--- src/rtl/fetch_unpacker.sv ---
// Fetch stage: reads aligned 64-bit beats, splits them into two instructions and
// queues them for the decoder. Optional counters are enabled by FETCH_STATS_EN.
module fetch_unpacker #(
  parameter int INSTRUCTION_LENGTH = 32,
  parameter int BUS_WIDTH          = 2 * INSTRUCTION_LENGTH,
  parameter int ADDR_WIDTH         = 64,
  parameter int DEPTH              = 4
) (
  input  logic                          clk,
  input  logic                          reset_n,
  input  logic                          start,
  input  logic [ADDR_WIDTH-1:0]         entry_pc,
  input  logic                          redirect_valid,
  input  logic [ADDR_WIDTH-1:0]         redirect_pc,
  output logic                          mem_req_valid,
  input  logic                          mem_req_ready,
  output logic [ADDR_WIDTH-1:0]         mem_req_addr,
  input  logic                          mem_resp_valid,
  input  logic [BUS_WIDTH-1:0]          mem_resp_data,
  output logic                          instr_valid,
  input  logic                          instr_ready,
  output logic [INSTRUCTION_LENGTH-1:0] instruction,
  output logic [ADDR_WIDTH-1:0]         instr_pc,
  output logic                          halted
`ifdef FETCH_STATS_EN
  ,
  output logic [31:0]                   fetch_count,
  output logic [31:0]                   stall_count
`endif
);

  localparam int PTR_W = (DEPTH > 1) ? $clog2(DEPTH) : 1;
  localparam int CNT_W = PTR_W + 1;
  localparam logic [CNT_W-1:0] CREDIT_MAX = CNT_W'(DEPTH - 2);

  typedef enum logic [2:0] {
    S_IDLE,
    S_REQ,
    S_WAIT,
    S_DRAIN,
    S_HALT
  } state_t;

  state_t                        state_reg, state_next;
  logic [ADDR_WIDTH-1:0]         fetch_pc_reg, fetch_pc_next;
  logic                          drop_reg, drop_next;
  logic [PTR_W-1:0]              rd_ptr_reg, wr_ptr_reg, wr_ptr_inc;
  logic [CNT_W-1:0]              count_reg, count_after_pop;

  logic [INSTRUCTION_LENGTH-1:0] instr_q [DEPTH];
  logic [ADDR_WIDTH-1:0]         pc_q    [DEPTH];

  logic [ADDR_WIDTH-1:0]         beat_addr;
  logic [INSTRUCTION_LENGTH-1:0] lo_word, hi_word;
  logic                          req_fire, pop, flush;
  logic [1:0]                    enq_n;
  logic [INSTRUCTION_LENGTH-1:0] enq0_instr, enq1_instr;
  logic [ADDR_WIDTH-1:0]         enq0_pc, enq1_pc;

  assign beat_addr  = {fetch_pc_reg[ADDR_WIDTH-1:3], 3'b000};
  assign lo_word    = mem_resp_data[INSTRUCTION_LENGTH-1:0];
  assign hi_word    = mem_resp_data[BUS_WIDTH-1:INSTRUCTION_LENGTH];
  assign wr_ptr_inc = wr_ptr_reg + PTR_W'(1);

  assign instr_valid = (count_reg != '0);
  assign instruction = instr_valid ? instr_q[rd_ptr_reg] : '0;
  assign instr_pc    = instr_valid ? pc_q[rd_ptr_reg] : '0;
  assign halted      = (state_reg == S_HALT);

  // Two free slots are required because the single in-flight beat may carry two instructions.
  assign mem_req_addr  = beat_addr;
  assign mem_req_valid = (state_reg == S_REQ) && !drop_reg && (count_reg <= CREDIT_MAX);
  assign req_fire      = mem_req_valid && mem_req_ready;
  assign pop           = instr_valid && instr_ready;
  assign count_after_pop = count_reg - CNT_W'(pop);

  always_comb begin
    state_next    = state_reg;
    fetch_pc_next = fetch_pc_reg;
    drop_next     = drop_reg && !mem_resp_valid;
    flush         = 1'b0;
    enq_n         = 2'd0;
    enq0_instr    = lo_word;
    enq0_pc       = beat_addr;
    enq1_instr    = hi_word;
    enq1_pc       = beat_addr | ADDR_WIDTH'(4);

    case (state_reg)
      S_IDLE, S_HALT: begin
        if (start) begin
          fetch_pc_next = entry_pc;
          state_next    = S_REQ;
        end
      end
      S_REQ: begin
        if (req_fire) state_next = S_WAIT;
      end
      S_WAIT: begin
        if (mem_resp_valid) begin
          fetch_pc_next = beat_addr + ADDR_WIDTH'(8);
          if (fetch_pc_reg[2]) begin
            // Target is the high half: the low half lies before it and is skipped.
            enq0_instr = hi_word;
            enq0_pc    = beat_addr | ADDR_WIDTH'(4);
            if (hi_word == '0) begin
              state_next = S_DRAIN;
            end else begin
              enq_n      = 2'd1;
              state_next = S_REQ;
            end
          end else if (lo_word == '0) begin
            state_next = S_DRAIN;
          end else if (hi_word == '0) begin
            enq_n      = 2'd1;
            state_next = S_DRAIN;
          end else begin
            enq_n      = 2'd2;
            state_next = S_REQ;
          end
        end
      end
      S_DRAIN: begin
        if (count_after_pop == '0) state_next = S_HALT;
      end
      default: state_next = S_IDLE;
    endcase

    // A redirect wins over everything; any response still owed by memory must be swallowed.
    if (redirect_valid) begin
      flush         = 1'b1;
      enq_n         = 2'd0;
      fetch_pc_next = redirect_pc;
      state_next    = S_REQ;
      drop_next     = (((state_reg == S_WAIT) || drop_reg) && !mem_resp_valid) || req_fire;
    end
  end

  always_ff @(posedge clk or negedge reset_n) begin
    if (!reset_n) begin
      state_reg    <= S_IDLE;
      fetch_pc_reg <= '0;
      drop_reg     <= 1'b0;
      rd_ptr_reg   <= '0;
      wr_ptr_reg   <= '0;
      count_reg    <= '0;
    end else begin
      state_reg    <= state_next;
      fetch_pc_reg <= fetch_pc_next;
      drop_reg     <= drop_next;
      if (flush) begin
        rd_ptr_reg <= '0;
        wr_ptr_reg <= '0;
        count_reg  <= '0;
      end else begin
        rd_ptr_reg <= rd_ptr_reg + PTR_W'(pop);
        wr_ptr_reg <= wr_ptr_reg + PTR_W'(enq_n);
        count_reg  <= count_after_pop + CNT_W'(enq_n);
      end
    end
  end

  // Queue storage needs no reset: entries are only visible while counted.
  always_ff @(posedge clk) begin
    if (enq_n != 2'd0) begin
      instr_q[wr_ptr_reg] <= enq0_instr;
      pc_q[wr_ptr_reg]    <= enq0_pc;
    end
    if (enq_n == 2'd2) begin
      instr_q[wr_ptr_inc] <= enq1_instr;
      pc_q[wr_ptr_inc]    <= enq1_pc;
    end
  end

`ifdef FETCH_STATS_EN
  logic [31:0] fetch_count_reg, stall_count_reg;

  always_ff @(posedge clk or negedge reset_n) begin
    if (!reset_n) begin
      fetch_count_reg <= '0;
      stall_count_reg <= '0;
    end else begin
      if (pop && !redirect_valid) fetch_count_reg <= fetch_count_reg + 32'd1;
      if (instr_ready && !instr_valid && !halted) stall_count_reg <= stall_count_reg + 32'd1;
    end
  end

  assign fetch_count = fetch_count_reg;
  assign stall_count = stall_count_reg;
`endif

endmodule
--- config.mk ---
export PLATFORM = sky130hd
export DESIGN_NAME = fetch_unpacker
export DESIGN_NICKNAME = d
export VERILOG_FILES = /design/src/rtl/fetch_unpacker.sv
export SDC_FILE = /design/constraint.sdc
export NUM_CORES = 1
export LEC_CHECK = 0
export ABC_AREA = 1
export BUFFER_PORTS_ARGS = -buffer_cell sky130_fd_sc_hd__buf_2
export CAP_MARGIN = 25
export CORE_MARGIN = 3
export CORE_UTILIZATION = 52
export DETAILED_ROUTE_END_ITERATION = 10
export PLACE_DENSITY = 0.77
export RECOVER_POWER = 25
export SLEW_MARGIN = 40
export SYNTH_ARGS = -nofsm -noshare
export SYNTH_HDL_FRONTEND = slang
export SYNTH_SLANG_ARGS = --single-unit
--- constraint.sdc ---
create_clock -name clk -period 4.1 [get_ports clk]
set_clock_uncertainty 0.1 [all_clocks]
set_input_delay 0.41 -clock clk [delete_from_list [all_inputs] [get_ports clk]]
set_output_delay 0.41 -clock clk [all_outputs]
set_load 0.02 [all_outputs]
======== After elaboration in Yosys (flattened, before gate mapping) ========
Memories as Yosys holds them, arrays and structs flattened.
Cells that the tools add are included.
storage, ports and cells
  memories ................................ 2
  word-level logic and storage cells ...... 81
  register bits after elaboration ......... 75
  bits in writable memories ............... 384
memories
  memory   words  width  rd ports  clocked after memory_dff  write ports  RTL line  text
  pc_q     4      64     1         0                         2            51        logic [ADDR_WIDTH-1:0] pc_q [DEPTH];
  instr_q  4      32     1         0                         2            50        logic [INSTRUCTION_LENGTH-1:0] instr_q [DEPTH];
cells by class
  magnitude comparators ................... 1
  add/sub/neg operators ................... 6
  equal/unequal tests ..................... 9
  muxes and demuxes ....................... 37
  reduce and logical (&&, ||, !) cells .... 20
operator list
  kind                                                 count
  two-way mux 64 bit                                   4
  two-way mux 32 bit                                   4
  case mux 64 bit (2 select lines)                     1
  adder 64 x 4 -> 64 bit, second input constant        1
  zero test 32 bit                                     2
  two-way mux 3 bit                                    11
  two-way mux 2 bit                                    9
  inequality test 3 bit, second input constant         4
  case mux 3 bit (4 select lines)                      1
  two-way mux 1 bit                                    7
  == test 3 x 2 -> 1 bit, second input constant        2
  logical AND 1 bit                                    6
  zero test 3 bit                                      2
  nonzero test 3 bit                                   2
  AND reduction 4 bit                                  1
  adder 3 x 2 -> 3 bit                                 1
  == test 3 x 1 -> 1 bit, second input constant        1
  == test 3 bit, second input constant                 1
  <= comparator 3 x 2 -> 1 bit, second input constant  1
  AND reduction 3 bit                                  1
  subtractor 3 x 1 -> 3 bit                            1
  adder 2 x 1 -> 2 bit                                 1
  adder 2 x 1 -> 2 bit, second input constant          1
  adder 2 bit                                          1
  other kinds (5)                                      7

======== Logic depth before layout (Yosys ltp) ========
  depth after elaboration ................. 10
  mapped depth ............................ 14
  mapped depth without buffers ............ 14

======== Worst setup path before layout ========
OpenSTA, ideal clock, no wires.
  path type ............................... input port to flip-flop
  start ................................... in mem_resp_data[33]
  end ..................................... mem instr_q[1][0] (enable)
  stages .................................. 11
  path slack .............................. 8 ps
  data arrival time ....................... 3110 ps
  path buffers ............................ 1
  required time ........................... 3117 ps
  setup time .............................. 883 ps
  path through ............................ nor2_1 -> nand2_1 -> nor2_1 -> nand2_1 -> nor2_1 -> nor2_1 -> nand2_2 -> clkinv_2 -> nand2_2 -> buf_1 -> nand2_1
RTL lines
  item             RTL line  text
  start, declared  19        input logic [BUS_WIDTH-1:0] mem_resp_data,
  end, declared    50

==> run summary <==
==================================================================================
Layout net count ....................................................        3,430
CP Data Required Time ...............................................      4.25 ns
Run status .......................................................... finished, violations left
Hold Path Class .....................................................    in -> reg
Leakage power of the design .........................................     11.01 nW
CP startpoint kind ..................................................         flop
Wirelength, routed ..................................................    84,770 um
Std-Cell Rows .......................................................           79
Final min period ....................................................     3.525 ns
CTS sink cnt ........................................................          449
Filler Cell Count ...................................................        4,151
Number of global-route vias before repair ...........................       21,660
Diode insertion count for antenna repair ............................            0
Syn Inst Count ......................................................        3,027
Cell area after synthesis ........................................... 0.02460 sq mm
Top cells by count, synth ........................................... nor2_1, nand2_1, o21ai_0
Largest net degree at the start of global routing ...................          127
Final number of max-transition violations ...........................          342
Synthesized flop and latch total ....................................          449
Via-per-instance ratio ..............................................        5.955
Layout cell share with drive strength beyond 1 ......................       12.59%
I/O pins ............................................................          362
Unrepaired setup endpoints after global routing .....................        false
Total via count after detailed routing ..............................       23,060
Placed Cells incl. Taps .............................................        3,771
Share of the synthesized area in the top cell type ..................       45.41%
Number of antenna violations at the first check in global routing ...            2
Pin slew with the least headroom to its limit .......................     3.106 ns
Critical path buffers and inverters .................................            4
Max Cap Viol ........................................................            5
GP Congestion .......................................................       0.9554
Failing checks ...................................................... max-capacitance violations, max-slew violations
Clock tree from TritonCTS ...........................................         done
Most instantiated flip-flop cell in the synthesis netlist ...........     edfxtp_1
Initial drt markers .................................................        3,242
Number of levels in the clock H-tree ................................            2
Number of buffers created by CTS ....................................           50
Remaining DRCs ......................................................            0
Final setup violation count .........................................            0
Number of hold-slack violations in the final timing report ..........            0
Data arrival time of the worst path .................................      3.68 ns
Setup total negative slack ..........................................         0 ns
Period utilization ..................................................       85.98%
Count leader, synth .................................................       nor2_1
Die height ..........................................................     223.5 um
1st-pass router iterations ..........................................            6
Critical path start-end classification ..............................   reg -> reg
Power per cell area ................................................. 632.4 mW/mm^2
Total global routing track utilization ..............................       32.88%
Final instance count without filler cells ...........................        3,872
Area of the die ..................................................... 0.04996 sq mm
HPWL after detailed placement .......................................    55,960 um
Maximum ir drop on the vdd rail .....................................  0.0005514 V
Critical path's largest stage delay .................................      1.15 ns
Clock-pin transition on the worst setup and hold timing paths .......      0.06 ns
Power Total .........................................................     17.65 mW
Avg Inst Size Synth .................................................  8.128 sq um
Most area-hungry cell type in the Yosys netlist .....................     edfxtp_1
Endpoint kind of the worst setup timing path ........................         flop
Area growth from synthesis to layout ................................       13.42%
Fraction of the yosys area taken by sequential cells ................       53.16%
Starting Density ....................................................       52.73%
Slowest stage cell, crit path .......................................     clkbuf_4
Total setup buffers inserted after CTS ..............................            0
Routed WL per cell ..................................................     21.89 um
Flip-flop count of the largest register, all copies and words added .          248
Relative slew margins ...............................................      -107.1%
Core Box Area ....................................................... 0.04665 sq mm
Post-synth EDFFs ....................................................          372
Clk Tree Root Cell ..................................................    clkbuf_16
Gr ovfl total .......................................................            0
Number of nets with antenna violations after detailed routing .......            0
Top cells by area in the synthesized netlist ........................ edfxtp_1, nor2_1, o21ai_0
Wire length of the first global-routing pass ........................   126,900 um
Port Buf Inserts ....................................................          352
Peak Freq ...........................................................   0.2837 GHz
Number of buffers inserted by hold repair at cts ....................            8
Cell family with the largest share of critical-path delay ........... buffers and inverters
Clock Tree Buf Depth ................................................            3
Ys Warns ............................................................            0
Overall die width ...................................................     223.5 um
Share of synthesized registers carrying an async set or reset .......       16.26%
Worst path cell trace ............................................... inv_2 > nor3_1 > inv_1 > nor3_1 > nand2_2 > clkinv_2 > nand2_2 > clkbuf_4 > a21oi_1
Post-cts sizing count ...............................................            0
Clock insertion delay at the later pin of the skew report ...........      0.60 ns
Worst-path fanout max ...............................................           97
Number of distinct library cells after synthesis ....................           39
==================================================================================
## power breakdown
group / switching [mW] / leakage (nW) / internal (mW)
combinational: 5.35 / 6.46 / 1.73
sequential: 0.732 / 3.78 / 5.41
clock: 1.85 / 0.770 / 2.59
## worst min-delay path: cells and delay by family
family	cells	cell delay [ns]
AND/OR/NAND/NOR	3	0.15
AO/OA/AOI/OAI	1	0.05
buffers and inverters	1	0.07
## worst paths after layout
path,startpoint,end,slack [ns],depth (start not counted)
worst max register to register,state_reg[1]$_DFFE_PN0P_,pc_q[0][50]$_DFFE_PP_,0.57,9
max in group asynchronous,reset_n,fetch_pc_reg[16]$_DFFE_PN0P_,0.85,2
worst max-delay path,state_reg[1]$_DFFE_PN0P_,pc_q[0][50]$_DFFE_PP_,0.57,9
worst min register to register,pc_q[3][2]$_SDFFE_PP1N_,pc_q[3][2]$_SDFFE_PP1N_,0.35,2
min in group asynchronous,reset_n,fetch_pc_reg[35]$_DFFE_PN0P_,1.30,2
worst min-delay path,entry_pc[61],fetch_pc_reg[61]$_DFFE_PN0P_,0.03,5
## routing by layer
metal | vias to the layer above | share of wire, % | global-route usage, %
met4 | 2 | 3.2 | 10.54
met3 | 154 | 11 | 6.342
met2 | 1526 | 47 | 53.38
met1 | 10870 | 38 | 45.01
met5 | - | 0.013 | 0
li1 | 10510 | - | -
## placed cells by master (no fill, tap or decap), types with 32 or more instances in the layout
| cell type | n |
|---|---|
| a21oi_1 | 390 |
| buf_2 | 288 |
| clkbuf_1 | 85 |
| clkbuf_16 | 51 |
| dfrtp_1 | 71 |
| edfxtp_1 | 372 |
| inv_1 | 161 |
| nand2_1 | 524 |
| nand3_1 | 51 |
| nor2_1 | 631 |
| o21ai_0 | 403 |
| xor2_1 | 32 |
## final cells by class
cell class / count / area, sq um / area share (%)
tap: 607 / 759.5 / 2.722
clock inverter: 21 / 220.2 / 0.7892
inverter: 168 / 634.4 / 2.273
timing repair buffer: 401 / 2192 / 7.856
clock buffer: 72 / 1375 / 4.928
sequential: 449 / 13090 / 46.89
multi-input combinational: 2154 / 9638 / 34.54
## kinds of logic (layout without fill, tap and decap cells)
group / Yosys count / count (layout) / share of synthesized area, %
compound gates: 839 / 839 / 17.22
xor+xnor: 34 / 34 / 1.210
fa+ha+maj: 7 / 7 / 0.3865
buf+inv: 428 / 662 / 7.806
flops: 449 / 449 / 53.16
other cells: 1 / 5 / 0.01524
simple gates: 1269 / 1269 / 20.21
## metrics by stage
stage                     worst slack [ns]  hold WS [ns]  instance area [sq um]  util, %
after global routing                0.2969       0.02919                  27900    59.81
after floorplan                   0.007767       0.01441                  24620        -
final                               0.5750       0.02648                  27900    59.81
after global placement              0.9301        0.3347                  26400    56.59
after detailed placement            0.8631        0.3395                  26400    56.59
after CTS                           0.6543      0.001014                  28080    60.18
No activity file was read; power rests on OpenSTA's default activity.
